<file path="config.mk">
export PLATFORM = sky130hd
export DESIGN_NAME = ps2_host_tx
export DESIGN_NICKNAME = d
export VERILOG_FILES = /design/src/rtl/ps2_host_tx.sv
export SDC_FILE = /design/constraint.sdc
export NUM_CORES = 1
export LEC_CHECK = 0
export ABC_CLOCK_PERIOD_IN_PS = 2200
export BUFFER_PORTS_ARGS = -buffer_cell sky130_fd_sc_hd__clkbuf_2
export CAP_MARGIN = 10
export CORE_MARGIN = 5
export CORE_UTILIZATION = 45
export CTS_BUF_LIST = sky130_fd_sc_hd__clkbuf_8
export DETAILED_ROUTE_END_ITERATION = 10
export GPL_ROUTABILITY_DRIVEN = 0
export PLACE_DENSITY = 0.74
export SYNTH_ARGS = -nofsm -noshare
export SYNTH_HDL_FRONTEND = slang
export SYNTH_SLANG_ARGS = --single-unit
</file>
<file path="constraint.sdc">
create_clock -name clk -period 2.2 [get_ports clk]
set_input_delay 0.11 -clock clk [delete_from_list [all_inputs] [get_ports clk]]
set_output_delay 0.11 -clock clk [all_outputs]
set_load 0.005 [all_outputs]
</file>
<file path="src/rtl/ps2_host_tx.sv">
// PS/2 host-to-device command transmitter: clock inhibit, request-to-send, LSB-first data, odd parity, stop, ACK check.
// Optional macro PS2_TX_RETRY_EN re-sends the same byte after a NACK or timeout, up to MAX_RETRY extra attempts.
module ps2_host_tx #(
    parameter int CLK_FREQ_HZ = 100_000_000,
    parameter int INHIBIT_US  = 100,
    parameter int START_TO_MS = 15,
    parameter int FRAME_TO_MS = 2,
    parameter int MAX_RETRY   = 2
) (
    input  logic       clk,
    input  logic       rst_n,
    input  logic [7:0] tx_data,
    input  logic       tx_valid,
    output logic       tx_ready,
    input  logic       ps2_clk_in,
    input  logic       ps2_data_in,
    output logic       ps2_clk_oe,
    output logic       ps2_data_oe,
    output logic       busy,
    output logic       done,
    output logic       ack_ok,
    output logic       err_timeout,
    output logic       err_nack
);
    localparam int INHIBIT_CYC = CLK_FREQ_HZ / 1_000_000 * INHIBIT_US;
    localparam int START_CYC   = CLK_FREQ_HZ / 1000 * START_TO_MS;
    localparam int FRAME_CYC   = CLK_FREQ_HZ / 1000 * FRAME_TO_MS;
    localparam int MAX_A       = (INHIBIT_CYC > START_CYC) ? INHIBIT_CYC : START_CYC;
    localparam int TIMER_MAX   = (MAX_A > FRAME_CYC) ? MAX_A : FRAME_CYC;
    localparam int TW          = $clog2(TIMER_MAX + 1);

    typedef enum logic [3:0] {
        IDLE, INHIBIT, REQ, WAIT_CLK, BITS, ACK, WAIT_IDLE, DONE, ERR
    } state_t;

    state_t          state, next_state;
    logic [1:0]      clk_sync, data_sync;
    logic            clk_prev, clk_s, data_s, fe;
    logic [7:0]      data_q;
    logic            parity_q;
    logic [3:0]      bit_cnt;
    logic [2:0]      bit_idx;
    logic [TW-1:0]   timer;
    logic            nack_q, err_nack_q;
    logic            fail, fail_nack, cur_bit;

`ifdef PS2_TX_RETRY_EN
    localparam int RW = $clog2(MAX_RETRY + 2);
    logic [RW-1:0]   retry_cnt;
    logic            retry;
`endif

    always_ff @(posedge clk or negedge rst_n) begin
        if (!rst_n) begin
            clk_sync  <= 2'b11;
            data_sync <= 2'b11;
            clk_prev  <= 1'b1;
        end else begin
            clk_sync  <= {clk_sync[0], ps2_clk_in};
            data_sync <= {data_sync[0], ps2_data_in};
            clk_prev  <= clk_sync[1];
        end
    end

    assign clk_s  = clk_sync[1];
    assign data_s = data_sync[1];
    assign fe     = clk_prev & ~clk_s;

    always_ff @(posedge clk or negedge rst_n) begin
        if (!rst_n) state <= IDLE;
        else        state <= next_state;
    end

    // A NACK is remembered in ACK but only acted on once the device has released both lines.
    always_comb begin
        next_state = state;
        fail       = 1'b0;
        fail_nack  = 1'b0;
        case (state)
            IDLE:      if (tx_valid) next_state = INHIBIT;
            INHIBIT:   if (timer == TW'(INHIBIT_CYC - 1)) next_state = REQ;
            REQ:       next_state = WAIT_CLK;
            WAIT_CLK:  if (fe) next_state = BITS;
                       else if (timer == TW'(START_CYC - 1)) fail = 1'b1;
            BITS:      if (timer == TW'(FRAME_CYC - 1)) fail = 1'b1;
                       else if (fe && bit_cnt == 4'd9) next_state = ACK;
            ACK:       if (timer == TW'(FRAME_CYC - 1)) fail = 1'b1;
                       else if (fe) next_state = WAIT_IDLE;
            WAIT_IDLE: if (timer == TW'(FRAME_CYC - 1)) fail = 1'b1;
                       else if (clk_s && data_s) begin
                           if (nack_q) begin
                               fail      = 1'b1;
                               fail_nack = 1'b1;
                           end else begin
                               next_state = DONE;
                           end
                       end
            DONE, ERR: next_state = IDLE;
            default:   next_state = IDLE;
        endcase
`ifdef PS2_TX_RETRY_EN
        retry = 1'b0;
        if (fail) begin
            if (int'(retry_cnt) < MAX_RETRY) begin
                retry      = 1'b1;
                next_state = INHIBIT;
            end else begin
                next_state = ERR;
            end
        end
`else
        if (fail) next_state = ERR;
`endif
    end

    // The frame timeout runs uninterrupted from the first falling edge through ACK and WAIT_IDLE.
    always_ff @(posedge clk or negedge rst_n) begin
        if (!rst_n)
            timer <= '0;
        else if (state == IDLE ||
                 (next_state != state && next_state != ACK && next_state != WAIT_IDLE))
            timer <= '0;
        else
            timer <= timer + 1'b1;
    end

    always_ff @(posedge clk or negedge rst_n) begin
        if (!rst_n) begin
            data_q     <= '0;
            parity_q   <= 1'b0;
            bit_cnt    <= '0;
            nack_q     <= 1'b0;
            err_nack_q <= 1'b0;
        end else begin
            if (state == IDLE && tx_valid) begin
                data_q   <= tx_data;
                parity_q <= ~^tx_data;
            end
            if (next_state == INHIBIT) begin
                bit_cnt <= '0;
                nack_q  <= 1'b0;
            end else if (fe && (state == WAIT_CLK || state == BITS)) begin
                bit_cnt <= bit_cnt + 4'd1;
            end
            if (state == ACK && fe) nack_q <= data_s;
            if (fail) err_nack_q <= fail_nack;
        end
    end

`ifdef PS2_TX_RETRY_EN
    always_ff @(posedge clk or negedge rst_n) begin
        if (!rst_n)                        retry_cnt <= '0;
        else if (state == IDLE && tx_valid) retry_cnt <= '0;
        else if (retry)                    retry_cnt <= retry_cnt + 1'b1;
    end
`endif

    assign bit_idx = bit_cnt[2:0] - 3'd1;

    always_comb begin
        cur_bit = 1'b1;
        if (bit_cnt >= 4'd1 && bit_cnt <= 4'd8) cur_bit = data_q[bit_idx];
        else if (bit_cnt == 4'd9)               cur_bit = parity_q;
        tx_ready    = (state == IDLE);
        busy        = (state != IDLE);
        ps2_clk_oe  = (state == INHIBIT) || (state == REQ);
        ps2_data_oe = (state == REQ) || (state == WAIT_CLK) || (state == BITS && !cur_bit);
        done        = (state == DONE) || (state == ERR);
        ack_ok      = (state == DONE);
        err_timeout = (state == ERR) && !err_nack_q;
        err_nack    = (state == ERR) && err_nack_q;
    end
endmodule

</file>
==> run metrics, run 1 <==
result of the run=finished, violations left; failing checks=setup timing; Worst Setup Slack post-DPL=-0.207 ns; reg-to-reg critical path endpoint=timer[13]; number of nets in the final layout=between 300 and 400; most used flip-flop cell after synthesis=sky130_fd_sc_hd__dfrtp_1; post-synthesis area per instance=slightly below 10 µm²; Crit Path Category=reg -> reg; area of the core=5850 µm²; synth warn=0; post-route worst setup slack=-0.213 ns; number of buffers and inverters on the critical path=1; reported max-cap violation count=0; Clock Tree Buf Depth=2; initial antenna violation count=0; slew margin rel.=between 60% and 70%; startpoint types=flip-flop; Worst Path Max Fanout=21; number of cells produced by synthesis=roughly 270; Via-to-Cell Ratio=~5.4; number of buffers added by the clock tree synthesis step=5; area used by sequential logic in the layout=between 1000 and 1500 µm²; clock tree from TritonCTS=done; row count=28; number of nets produced by synthesis=286; proportion of register bits with asynchronous set or reset after synthesis=100%; Worst Tran Pin Value=roughly 0.59 ns; Layout Utilization=between 50% and 60%; pwr dens=536 nW/µm²; hold path depth=2; maximum number of pins on one net before global-route repair=46; logic depth of the worst register-to-register path=9; critical path data arrival time=around 2.6 ns; number of global-route vias before repair=approximately 2400; total wire length after detailed routing=~6.6 mm; leakage power=~0.0015 µW; first-pass GRT wire length=11.3 mm; number of filler cells placed in the layout=484; share of post-route cells with drive strength above 1=38.1%; number of routed nets with antenna violations=0; Peak Freq=0.414 GHz; final critical path time including I/O delays and setup=2.41 ns; ratio of final minimum period to clock period=110%; IR drop worst, VDD=0.316 mV; Yosys cell types=59; FF+latch count, synth=45; total standard cell area after synthesis=between 2000 and 3000 µm²; Clk pin slew, worst setup/hold paths=0.08 ns; total number of H-tree levels=2; worst-skew pair later-pin latency=0.30 ns; antenna cells=0; Iteration-0 DRC Markers=76; Chip Height=87.1 µm; type of the tightest min-delay check=in -> reg; total count of max-transition violations in the final report=0; total number of vias=2309; Max stage delay cell, worst path=sky130_fd_sc_hd__or4b_1; remaining global-route overflow=0; Starting Density=45.7%; DPL Wire Length=approximately 4.8 mm; area taken by multi-input logic gates=1520 µm²; DIE AREA=between 7000 and 8000 µm²; RSZ-0062 raised after global routing=yes; source of the worst register-to-register timing path=timer[1]; kind of cell with the highest combined delay on the critical path=compound AO/OA/AOI/OAI gates; Clk Tree Root Cell=sky130_fd_sc_hd__clkbuf_8; setup TNS after final layout=-4.38 ns; endpoints failing setup=22; worst path cell trace=ha_2 > or4b_1 > a2111o_1 > a2bb2oi_2 > nand4b_4 > a41oi_2 > a2bb2oi_2 > buf_12 > nor3_1; cell with the most instances on the worst path=sky130_fd_sc_hd__a2bb2oi_2; Final Hold Violating Endpoints=0; count of boundary I/O pins=21; clock skew=0.00372 ns; flop2flop setup slack=-0.21 ns; critical path required time=2.38 ns; horizontal die dimension=87.1 µm; sequential element share of the synthesized area=42.3%; Critical Path End Type=flip-flop; maximum single-stage delay on the critical path=~0.43 ns; layout overhead on the synthesized area=30.8%; IO buf count=20; final routed DRC violation total=0; overall fraction of global-route tracks in use=19.0%; count of flip-flops with a built-in enable after synthesis=0; worst-case hold path end point=data_q[5]; Pre-Repair DR Iteration Count=4; TritonCTS sink count=45; launch point of the worst hold path=tx_data[5]; Routed WL per cell=15.3 µm
==> state kept, by name, indices dropped and copies added, names as in the netlist <==
name	flops
timer	21
data_q	8
bit_cnt	4
state	4
clk_sync	2
data_sync	2
clk_prev	1
err_nack_q	1
nack_q	1
parity_q	1
==> per-layer routing <==
layer | up-vias | GRT usage, % | part of all wire, %
met1 | 1106 | 24.6 | 43
met5 | - | 0 | 0
met2 | 47 | 30.9 | 51
met3 | 18 | 3.50 | 3.5
li1 | 1138 | - | -
met4 | 0 | 8.07 | 2.7
==> metrics by stage <==
stage / hold slack [ns] / std cells / instance area, µm² / total power [µW]
after global placement: 0.199 / 415 / 3290 / 1350
after detailed placement: 0.209 / 415 / 3290 / 1370
after global routing: 0.0734 / 429 / 3500 / 1990
after floorplan: -0.186 / 269 / 2680 / 1220
final: 0.0699 / 429 / 3500 / 1870
after CTS: 0.0604 / 427 / 3440 / 1880
==> kinds of logic (layout without fill, tap and decap cells) <==
kind of cell / count (synthesis) / after routing / synth area share [%]
buffers and inverters: 17 / 102 / 3.32
adder cells (fa/ha/maj): 4 / 4 / 1.87
XOR/XNOR: 31 / 31 / 10.2
AO/OA/AOI/OAI: 28 / 28 / 7.86
AND/OR/NAND/NOR: 133 / 133 / 29.0
multiplexers: 11 / 11 / 5.43
flip-flops: 45 / 45 / 42.3
==> cell usage after synthesis, drive strengths merged (4+ instances only) <==
master  count  area [µm²]
o21ai       6        30.0
and3        6        37.5
dfstp       5         131
or2         4        27.5
a21oi       6        30.0
clkbuf      5        18.8
mux2        8        90.1
nand3       5        25.0
dfrtp      40        1000
nand3b      5        37.5
xnor2      17         149
nor2       20        75.1
nand2      28         105
ha          4        50.1
nor3       25         135
buf         6        47.5
xor2       14         123
inv         6        22.5
nand2b      4        32.5
nand4       8        50.1
nor4        4        31.3
==> final cells by class <==
cell class	count	share of cell area, %
clock buffers	5	1.97
clock inverters	3	0.429
inverters	6	0.644
multi-input cells	207	43.4
flip-flops and latches	45	32.4
well taps	75	2.68
repair buffers	88	18.5
==> cells in the final DEF (no fill, tap or decap), types with 3 or more instances in the layout <==
cell type	instances
sky130_fd_sc_hd__clkbuf_8	5
sky130_fd_sc_hd__nand4_1	8
sky130_fd_sc_hd__nor4b_1	3
sky130_fd_sc_hd__nand2_1	27
sky130_fd_sc_hd__clkbuf_2	20
sky130_fd_sc_hd__inv_2	3
sky130_fd_sc_hd__nand3_1	4
sky130_fd_sc_hd__xnor2_1	17
sky130_fd_sc_hd__nor3_2	5
sky130_fd_sc_hd__nand2b_1	3
sky130_fd_sc_hd__mux2_2	8
sky130_fd_sc_hd__nor3_1	20
sky130_fd_sc_hd__nand3b_1	5
sky130_fd_sc_hd__dlygate4sd3_1	3
sky130_fd_sc_hd__inv_1	5
sky130_fd_sc_hd__nor2b_1	3
sky130_fd_sc_hd__dfrtp_1	40
sky130_fd_sc_hd__buf_4	62
sky130_fd_sc_hd__nor3b_1	3
sky130_fd_sc_hd__o21ai_0	4
sky130_fd_sc_hd__and3_1	6
sky130_fd_sc_hd__dfstp_2	5
sky130_fd_sc_hd__nor2_1	20
sky130_fd_sc_hd__xor2_1	14
sky130_fd_sc_hd__a21oi_1	5
==> repair_timing <==
item	4_1_cts	5_1_grt
pin swaps	2	1
gates resized for setup	9	10
hold buffers	3	0
endpoints found under the setup margin	22	22
hold endpoints to repair	42	0
setup buffers	1	2
==> worst max path at each step <==
stage               startpoint         to  cells past startpoint
floorplan             timer[0]  timer[12]                      9
global placement     timer[15]   timer[7]                      9
detailed placement   timer[15]  timer[20]                      9
CTS                   timer[1]  timer[20]                      9
global route          timer[1]  timer[11]                      9
finish                timer[1]  timer[13]                      9
==> power by group <==
| group | leakage, µW | switching, µW | total, µW | internal [µW] |
|---|---|---|---|---|
| registers | 0.000584 | 60.4 | 984 | 924 |
| logic | 0.000915 | 182 | 395 | 213 |
| clock network | 0.0000467 | 279 | 495 | 216 |
Note: power is estimated with default switching activity, not from simulation.
==> inputs of run 2 (changes only) <==
SKIP_CTS_REPAIR_TIMING = 1   (was not set)
==> run 2 against run 1 <==
Compared with the run above: the flow still finishes with violations (setup timing); clock-buffer cell count is the same; utilization grew 0.34 points; sequential power is essentially flat; first-iteration DRC count grew 13%; cell area grew 0.57%; register-to-register slack is essentially flat; clock skew grew 0.0030 ns; critical path type unchanged; largest cell class unchanged; largest power group unchanged; highest routed layer unchanged.
==> run metrics, run 2 (synthesized netlist as in run 1, its figures left out) <==
result of the run=finished, violations left; failing checks=setup timing; row count=28 (unchanged); Clock Tree Buf Depth=2 (unchanged); Finished Layout Cells=431 (+0.47%); reported max-cap violation count=0 (unchanged); Peak Freq=0.416 GHz (+0.42%); number of global-route vias before repair=2310 (-2.0%); IR drop worst, VDD=0.321 mV (+1.6%); Worst Path Max Fanout=21 (unchanged); antenna cells=0 (unchanged); critical path data arrival time=2.58 ns (about the same); DIE AREA=7580 µm² (unchanged); placed insts=415 (unchanged); number of routed nets with antenna violations=0 (unchanged); TritonCTS sink count=45 (unchanged); number of buffers added by the clock tree synthesis step=5 (unchanged); initial antenna violation count=0 (unchanged); overall fraction of global-route tracks in use=18.6% (-0.40 points); final routed DRC violation total=0 (unchanged); clock tree from TritonCTS=done; Clk Tree Root Cell=sky130_fd_sc_hd__clkbuf_8; met2 track utilization from global routing=30.3% (-0.62 points); Pre-Repair DR Iteration Count=5 (+1); Clk pin slew, worst setup/hold paths=0.09 ns (about the same); commonest non-fill, non-tap cell in the layout=sky130_fd_sc_hd__buf_4; total count of max-transition violations in the final report=0 (unchanged); Via-to-Cell Ratio=5.44 (+1.0%); Chip Height=87.1 µm (unchanged); layout overhead on the synthesized area=31.6%; endpoints failing setup=22 (unchanged); register with the most flip-flops=timer; first-pass GRT wire length=11.0 mm (-2.0%); top library cells by usage in the layout, fill and taps aside=sky130_fd_sc_hd__buf_4 (63), sky130_fd_sc_hd__dfrtp_1 (40), sky130_fd_sc_hd__nand2_1 (28); IO buf count=20 (unchanged); met1 routing resource usage after global routing=24.2% (-0.36 points); slew margin rel.=60.6% (-0.22 points); number of nets in the final layout=372 (+0.54%); total wire length after detailed routing=6.56 mm (-0.32%); maximum number of pins on one net before global-route repair=46 (unchanged); Final Hold Violating Endpoints=0 (unchanged); total number of H-tree levels=2 (unchanged); design area=3520 µm² (+0.57%); horizontal die dimension=87.1 µm (unchanged); Crit Path Category=reg -> reg; total number of vias=2343 (+1.5%); RSZ-0062 raised after global routing=yes; DPL Wire Length=4.83 mm (unchanged); max reg flops=21 (unchanged); Iteration-0 DRC Markers=86 (+13%); registers with the most flip-flops=timer x21, data_q x8; post-layout power=1870 µW (-0.22%); post-route worst setup slack=-0.203 ns (+0.0100 ns); critical path required time=2.38 ns (about the same); ratio of final minimum period to clock period=109% (-0.46 points); area of the core=5850 µm² (unchanged); Worst Setup Slack post-DPL=-0.207 ns (unchanged); leakage power=0.00155 µW (+0.61%); Worst Tran Pin Value=0.591 ns (+0.00332 ns); worst-skew pair later-pin latency=0.30 ns (about the same); share of post-route cells with drive strength above 1=38.5% (+0.35 points); count of boundary I/O pins=21 (unchanged); most heavily used metal layer in global routing=met2; remaining global-route overflow=0 (unchanged); Critical Path End Type=flip-flop; standard cell area after detailed placement=3290 µm² (unchanged); type of the tightest min-delay check=in -> reg; startpoint types=flip-flop; global routing usage on met3=3.60% (+0.095 points); final critical path time including I/O delays and setup=2.40 ns (-0.0100 ns); clock skew=0.00672 ns (+0.00300 ns); pwr dens=532 nW/µm² (-0.78%); Routed WL per cell=15.2 µm (-0.78%); Starting Density=45.7% (unchanged)
run 2: cell count changes in the layout (fill, tap and decap cells not counted), sizes merged:
| cell | previous run | this run |
|---|---|---|
| buf | 65 | 67 |
run 2: where the power goes:
part	internal (µW)	leakage, µW	switching [µW]	total [µW]
Combinational	213	0.000924	179	392
Clock	216	0.0000467	280	496
Sequential	924	0.000584	58.7	983
Total	1350	0.00155	518	1870
run 2: path summary, 6_finish.rpt:
check / from / to / slack [ns] / depth (start not counted)
hold / removal: tx_data[5] / data_q[5] / 0.07 / 2
max in group asynchronous: rst_n / bit_cnt[0] / 1.37 / 3
setup / recovery: timer[1] / timer[10] / -0.20 / 9
min in group asynchronous: rst_n / timer[12] / 0.43 / 3
hold reg to reg: data_sync[0] / data_sync[1] / 0.36 / 0
setup reg to reg: timer[1] / timer[10] / -0.20 / 9
run 2: per-layer routing:
| layer | share of wire (%) | wire, µm |
|---|---|---|
| met5 | 0 | 0 |
| met4 | 1.7 | 113 |
| met3 | 4.6 | 302 |
| met2 | 51 | 3320 |
| met1 | 43 | 2830 |
run 2: worst max-delay path, stage by stage, from the launching register on:
cell	delay, ns
sky130_fd_sc_hd__dfrtp_1	0.37
sky130_fd_sc_hd__ha_2	0.18
sky130_fd_sc_hd__or4b_1	0.43
sky130_fd_sc_hd__a2111o_1	0.31
sky130_fd_sc_hd__a2bb2oi_2	0.16
sky130_fd_sc_hd__nand4b_4	0.19
sky130_fd_sc_hd__a41oi_2	0.18
sky130_fd_sc_hd__a2bb2oi_2	0.21
sky130_fd_sc_hd__buf_12	0.19
sky130_fd_sc_hd__nor3_1	0.06
run 2: layout make-up:
class                   count  area, µm²
clock buffers               5       68.8
fillers                   482       2330
well taps                  75       93.8
clock inverters             3       15.0
inverters                   6       22.5
flip-flops and latches     45       1130
multi-input cells         207       1520
repair buffers             90        666
run 2: stage by stage:
stage | hold slack [ns] | utilization, % | TNS, ns
after floorplan | -0.186 | - | -2.91
after global placement | 0.199 | 56.3 | -3.19
after detailed placement | 0.209 | 56.3 | -4.06
after CTS | -0.113 | 57.7 | -5.34
after global routing | 0.0734 | 60.1 | -7.26
final | 0.0682 | 60.1 | -4.17
